**config.mk**
```make
export PLATFORM = sky130hd
export DESIGN_NAME = addtree_driver
export DESIGN_NICKNAME = d
export VERILOG_FILES = /design/src/rtl/addtree_driver.sv
export SDC_FILE = /design/constraint.sdc
export NUM_CORES = 1
export LEC_CHECK = 0
export ABC_AREA = 1
export CAP_MARGIN = 20
export CORE_UTILIZATION = 40
export CTS_CLUSTER_SIZE = 25
export DETAILED_ROUTE_END_ITERATION = 6
export DONT_BUFFER_PORTS = 1
export PLACE_DENSITY = 0.58
export SETUP_SLACK_MARGIN = 0.05
export SYNTH_ARGS = -nofsm -noshare
export SYNTH_HDL_FRONTEND = slang
export SYNTH_SLANG_ARGS = --single-unit
export TNS_END_PERCENT = 10
```
**constraint.sdc**
```tcl
create_clock -name clk -period 6.7 [get_ports clk]
set_input_delay 1.675 -clock clk [delete_from_list [all_inputs] [get_ports clk]]
set_output_delay 1.675 -clock clk [all_outputs]
set_load 0.005 [all_outputs]
```
**src/rtl/addtree_driver.sv**
```systemverilog
// Self-test driver for an addtree DUT: issues LFSR-derived operand sets on a..d,
// then checks q LAT cycles later against a locally delayed a+b+c+d.
module addtree_driver #(
  parameter int          WIDTH = 64,
  parameter int          LAT   = 1,
  parameter int          NVEC  = 100,
  parameter logic [63:0] SEED  = 64'h1
) (
  input  logic             clk,
  input  logic             reset,
  input  logic             start,
  output logic [WIDTH-1:0] a,
  output logic [WIDTH-1:0] b,
  output logic [WIDTH-1:0] c,
  output logic [WIDTH-1:0] d,
  input  logic [WIDTH-1:0] q,
  output logic             busy,
  output logic             done,
  output logic [15:0]      pass_cnt,
  output logic [15:0]      fail_cnt,
  output logic             err,
  output logic [15:0]      first_fail_idx
);

  localparam logic [63:0] SEED_EFF   = (SEED == 64'h0) ? 64'h1 : SEED;
  localparam logic [15:0] LAST_IDX   = 16'(NVEC - 1);
  localparam logic [3:0]  DRAIN_LAST = (LAT > 0) ? 4'(LAT - 1) : 4'd0;

  typedef enum logic [1:0] {IDLE, RUN, DRAIN, DONE} state_t;

  typedef struct packed {
    logic [WIDTH-1:0] a;
    logic [WIDTH-1:0] b;
    logic [WIDTH-1:0] c;
    logic [WIDTH-1:0] d;
  } vec_t;

  function automatic logic [63:0] lfsr_step(input logic [63:0] s);
    return {s[62:0], s[63] ^ s[62] ^ s[60] ^ s[59]};
  endfunction

  function automatic vec_t make_vec(input logic [63:0] s, input logic [15:0] k);
    vec_t        v;
    logic [63:0] rot, inv, kz;
    rot = {s[31:0], s[63:32]};
    inv = ~s;
    kz  = {48'h0, k};
    v.a = s[WIDTH-1:0];
    v.b = rot[WIDTH-1:0];
    v.c = inv[WIDTH-1:0];
    v.d = kz[WIDTH-1:0];
    return v;
  endfunction

  function automatic logic [WIDTH-1:0] vec_sum(input vec_t v);
    return v.a + v.b + v.c + v.d;
  endfunction

  state_t      state, state_nxt;
  logic        load, issue;
  logic [63:0] lfsr, lfsr_nxt;
  logic [15:0] idx, idx_nxt;
  logic [3:0]  dcnt;
  vec_t        vec_nxt;

  // Stage 0 holds the vector currently on a..d; stage LAT is what q answers now.
  logic [LAT:0]            vld_pipe;
  logic [LAT:0][WIDTH-1:0] exp_pipe;
  logic [LAT:0][15:0]      idx_pipe;

  assign busy = (state == RUN) || (state == DRAIN);
  assign done = (state == DONE);

  always_ff @(posedge clk or negedge reset) begin
    if (!reset) state <= IDLE;
    else        state <= state_nxt;
  end

  always_comb begin
    state_nxt = state;
    load      = 1'b0;
    issue     = 1'b0;
    case (state)
      IDLE, DONE: if (start) begin
        load      = 1'b1;
        state_nxt = RUN;
      end
      RUN: begin
        if (idx == LAST_IDX) state_nxt = (LAT == 0) ? DONE : DRAIN;
        else                 issue     = 1'b1;
      end
      DRAIN: if (dcnt == DRAIN_LAST) state_nxt = DONE;
      default: state_nxt = IDLE;
    endcase
  end

  always_comb begin
    if (load) begin
      lfsr_nxt = SEED_EFF;
      idx_nxt  = 16'd0;
    end else begin
      lfsr_nxt = lfsr_step(lfsr);
      idx_nxt  = idx + 16'd1;
    end
    vec_nxt = make_vec(lfsr_nxt, idx_nxt);
  end

  always_ff @(posedge clk or negedge reset) begin
    if (!reset) begin
      lfsr           <= SEED_EFF;
      idx            <= 16'd0;
      dcnt           <= 4'd0;
      a              <= '0;
      b              <= '0;
      c              <= '0;
      d              <= '0;
      vld_pipe       <= '0;
      exp_pipe       <= '0;
      idx_pipe       <= '0;
      pass_cnt       <= 16'd0;
      fail_cnt       <= 16'd0;
      err            <= 1'b0;
      first_fail_idx <= 16'hFFFF;
    end else begin
      if (load || issue) begin
        lfsr        <= lfsr_nxt;
        idx         <= idx_nxt;
        a           <= vec_nxt.a;
        b           <= vec_nxt.b;
        c           <= vec_nxt.c;
        d           <= vec_nxt.d;
        vld_pipe[0] <= 1'b1;
        exp_pipe[0] <= vec_sum(vec_nxt);
        idx_pipe[0] <= idx_nxt;
      end else begin
        a           <= '0;
        b           <= '0;
        c           <= '0;
        d           <= '0;
        vld_pipe[0] <= 1'b0;
      end

      for (int i = 1; i <= LAT; i++) begin
        vld_pipe[i] <= vld_pipe[i-1];
        exp_pipe[i] <= exp_pipe[i-1];
        idx_pipe[i] <= idx_pipe[i-1];
      end

      if (state == RUN)        dcnt <= 4'd0;
      else if (state == DRAIN) dcnt <= dcnt + 4'd1;

      if (load) begin
        pass_cnt       <= 16'd0;
        fail_cnt       <= 16'd0;
        err            <= 1'b0;
        first_fail_idx <= 16'hFFFF;
      end else if (vld_pipe[LAT]) begin
        if (q == exp_pipe[LAT]) begin
          pass_cnt <= pass_cnt + 16'd1;
        end else begin
          fail_cnt <= fail_cnt + 16'd1;
          err      <= 1'b1;
          if (first_fail_idx == 16'hFFFF) first_fail_idx <= idx_pipe[LAT];
        end
      end
    end
  end

endmodule

```
==> results <==
- In the final layout, the multi-input gates occupy between 10000 and 15000 um^2.
- Compared with the post-synthesis result, the final layout area differs by 6.928%.
- The maximum clock path buffer count is 3.
- STA classifies the critical path startpoint as an input port.
- Final hold analysis gives a worst-case slack of 0.3536 ns.
- Power spread over the standard cell area amounts to around 540 nW/um^2.
- The root cell of the clock tree is clkbuf_16.
- The worst supply voltage drop on vdd is around 0.25 mV.
- The fraction of layout instances using a drive strength above 1 is 0.05157.
- The number of buffers added by the clock tree synthesis step is 48.
- The most used flip-flop cell after synthesis is dfrtp_1.
- The signal on the critical path passes through nand2_4 > inv_2 > nor2_1 > fa_1 > inv_1 > fa_1 > inv_1 > ha_1 > nand2_1 > nor2_1 > and2_1 > nand3_1 > nand3_1 > nand2_1 > nand2_1 > nand2_1 > nand3_1 > nand2_1.
- The worst slack after detailed placement is ~0.77 ns.
- The die outline area is about 62000 um^2.
- Setup violations remaining at the end of the flow were counted as 0.
- The slack of the critical path is about 1.4 ns.
- The via total after detailed routing is about 19k.
- The most frequent standard cell in the layout excluding fill and tap cells is nand2_1.
- The static leakage is between 0.01 and 0.015 uW.
- In the layout the commonest cells are nand2_1, inv_1, dfrtp_1.
- Across every metal layer, demand over resource in global routing totals 0.2388.
- The filler-free cell count of the finished design is a little under 4k.
- The kind of end point of the critical path is a flip-flop.
- The aggregate routed wire length is approximately 73 mm.
- The effective utilization at floorplan is 0.4062.
- The final-layout fill cell count is 6181.
- The routed design could run at a clock period as short as 5.292 ns.
- Sorting the synthesized cells by area gives the leading types as dfrtp_1, nand2_1, inv_1.
- Of the post-synthesis cell area, the dominant cell type holds 0.4157.
- The half-perimeter wire length after placement is approximately 56 mm.
- The cell with the most instances on the worst path is nand2_1.
- The source-to-sink clock delay at the later pin of the worst-skew pair is slightly above 0.6 ns.
- The clock tree from TritonCTS is built.
- Row generation in the floorplan step produced 90 rows.
- The final setup TNS is 0 ns.
- For the worst setup path, the data arrival time is between 5 and 6 ns.
- The flow ran to the end, and the final reports show no timing, DRC or antenna violations.
- At the pin with the least slew margin, the transition time is about 0.87 ns.
- The number of distinct standard cells referenced by the synthesized netlist is 40.
- The weighted congestion at the end of routability-driven global placement is roughly 0.96.
- Of the available clock period, the critical path in the final layout requires 0.7899.
- The per-cell via count in the routed design is around 4.7.
- The quantity of I/O buffers inserted on ports is 0.
- Clock tree synthesis found a total of approximately 430 sinks.
- The class of the most critical hold timing path is reg -> reg.
- For this run the aggregate overflow at the end of global routing stands at 0.
- The library cell with the largest summed area after synthesis is dfrtp_1.
- After floorplanning, the core was sized to cover roughly 60000 um^2.
- The final hold violation count is 0.
- Of all flip-flops after synthesis, the portion carrying an async set or reset was 1.000.
- The number of antenna violations at the first check in global routing is 0.
- The worst slew margin relative to its limit is 0.4169.
- 374 I/O pins were placed.
- The post-synthesis instance total is 3153.
- Among all stages on the critical path, the largest delay is contributed by inv_2.
- The upper clock frequency limit is 189.0 MHz.
- Counting flops with a built-in enable in the synthesized netlist gives 0.
- The first global-routing pass estimated between 100 and 150 mm of wire.
- The register area is 10660 um^2.
- The floorplan step set the die width to between 200 and 250 um.
- Summing every instance area after synthesis gives 24560 um^2.
- Dividing the detail-routed wire length by the instance count gives around 19 um.
- The number of nets in the layout is 3302.
- The number of max-slew violations in the final report was 0.
- Post-CTS repair changed the size of 0 cells.
- The chip height is ~250 um.
- The type of the setup path with the least slack is in -> reg.
- The number of global-route vias before repair was 18.60k.
- The proportion of synthesized chip area in sequential cells is 0.4339.
- The total of hold buffers inserted after clock tree synthesis is 0.
- The longest individual stage delay on the worst path is 0.57 ns.
- The pin count of the biggest net entering global routing is 426.
- The max-cap violation count is 0.
- Setup repair after global routing left no endpoint under its margin.
- After detailed routing, the number of remaining DRC violations is 0.
- The total number of yosys warnings is 0.
- The placed instance count is roughly 3.8k.
- The H-tree was split into 2 levels.
- In this run the worst path has a maximum fanout of 37.
- After clock tree synthesis, the clock-pin slew on the worst setup and hold paths is 0.06 ns.
- In this run, synthesis produced a sequential element count of between 400 and 500.
- The number of setup buffers added after CTS is 0.
- The count of routing violations after the opening detailed-route iteration is around 1.4k.
- The count of TritonRoute iterations in the first routing pass is 5.
- Between clock sinks in the finished design, the worst skew comes to about 0.023 ns.
- A synthesized cell averages 7.790 um^2.
- In this run the remaining antenna-violating nets after routing total 0.
- Data on the critical path is required at its endpoint by ~7.2 ns.
==> through the flow <==
stage	cell area [um^2]	util	total power, uW
finish	26260	0.4343	14170
global route	26260	0.4343	15400
CTS	26260	0.4343	14310
detailed placement	24630	0.4073	11490
global placement	24630	0.4073	11490
floorplan	24740	-	9042
==> path summary, 6_finish.rpt <==
kind                                   from            to  slack, ns  depth (start not counted)
max in group asynchronous             reset         c[23]       5.42                          0
worst max-delay path                  start  exp_pipe[39]       1.41                         18
worst max register to register     state[0]  exp_pipe[39]       1.53                         20
worst min-delay path            vld_pipe[0]   vld_pipe[1]       0.35                          0
worst min register to register  vld_pipe[0]   vld_pipe[1]       0.35                          0
min in group asynchronous             reset      state[0]       0.76                          0
==> cell usage after synthesis, types with 42 or more instances <==
master    number
nand2_1      877
inv_1        526
dfrtp_1      408
nor2_1       383
nand3_1      165
buf_4        122
ha_1         119
xor2_1        85
o21ai_0       67
o21bai_1      52
a21oi_1       51
nand4_1       42
==> layout make-up <==
class / count / area share
Tap cell: 782 / 0.03725
Timing Repair Buffer: 16 / 0.005050
Clock buffer: 65 / 0.05083
Clock inverter: 23 / 0.01129
Inverter: 530 / 0.07598
Sequential cell: 425 / 0.4057
Antenna cell: 1 / 0.00009528
Multi-Input combinational cell: 2063 / 0.4138
==> logic make-up (layout without fill, tap and decap cells) <==
family	count (synthesis)	after routing	share of synthesized area
flip-flops	425	425	0.4339
adder cells (fa/ha/maj)	151	151	0.08670
other	1	49	0.0001527
AO/OA/AOI/OAI	182	182	0.04269
XOR/XNOR	117	117	0.04172
buffers and inverters	712	634	0.1313
AND/OR/NAND/NOR	1565	1565	0.2636
==> report_power, final <==
part	switching, uW	internal [uW]	leakage (uW)
logic	5290	2260	0.00785
registers	516	3370	0.00543
clock network	1130	1600	0.000795
==> registers in the layout (all words and copies together), names as in the netlist <==
name and count:
a 1, b 63, c 64, d 16, dcnt 4, err 1, exp_pipe 128, fail_cnt 16
first_fail_idx 16, idx_pipe 32, lfsr 64, pass_cnt 16, state 2, vld_pipe 2
==> worst max-delay path: cells and delay by family <==
family	cells	cell delay, ns
AND/OR/NAND/NOR	12	1.96
adder cells (fa/ha/maj)	3	1.44
buffers and inverters	3	0.67
==> metal layers <==
layer | up-vias | GRT usage | part of all wire
li1 | 9293 | - | -
met1 | 8603 | 0.3101 | 0.43
met2 | 507 | 0.3819 | 0.46
met3 | 134 | 0.05455 | 0.067
met4 | 0 | 0.1009 | 0.043
met5 | - | 0 | 0
(Power assumes the default switching activity.)
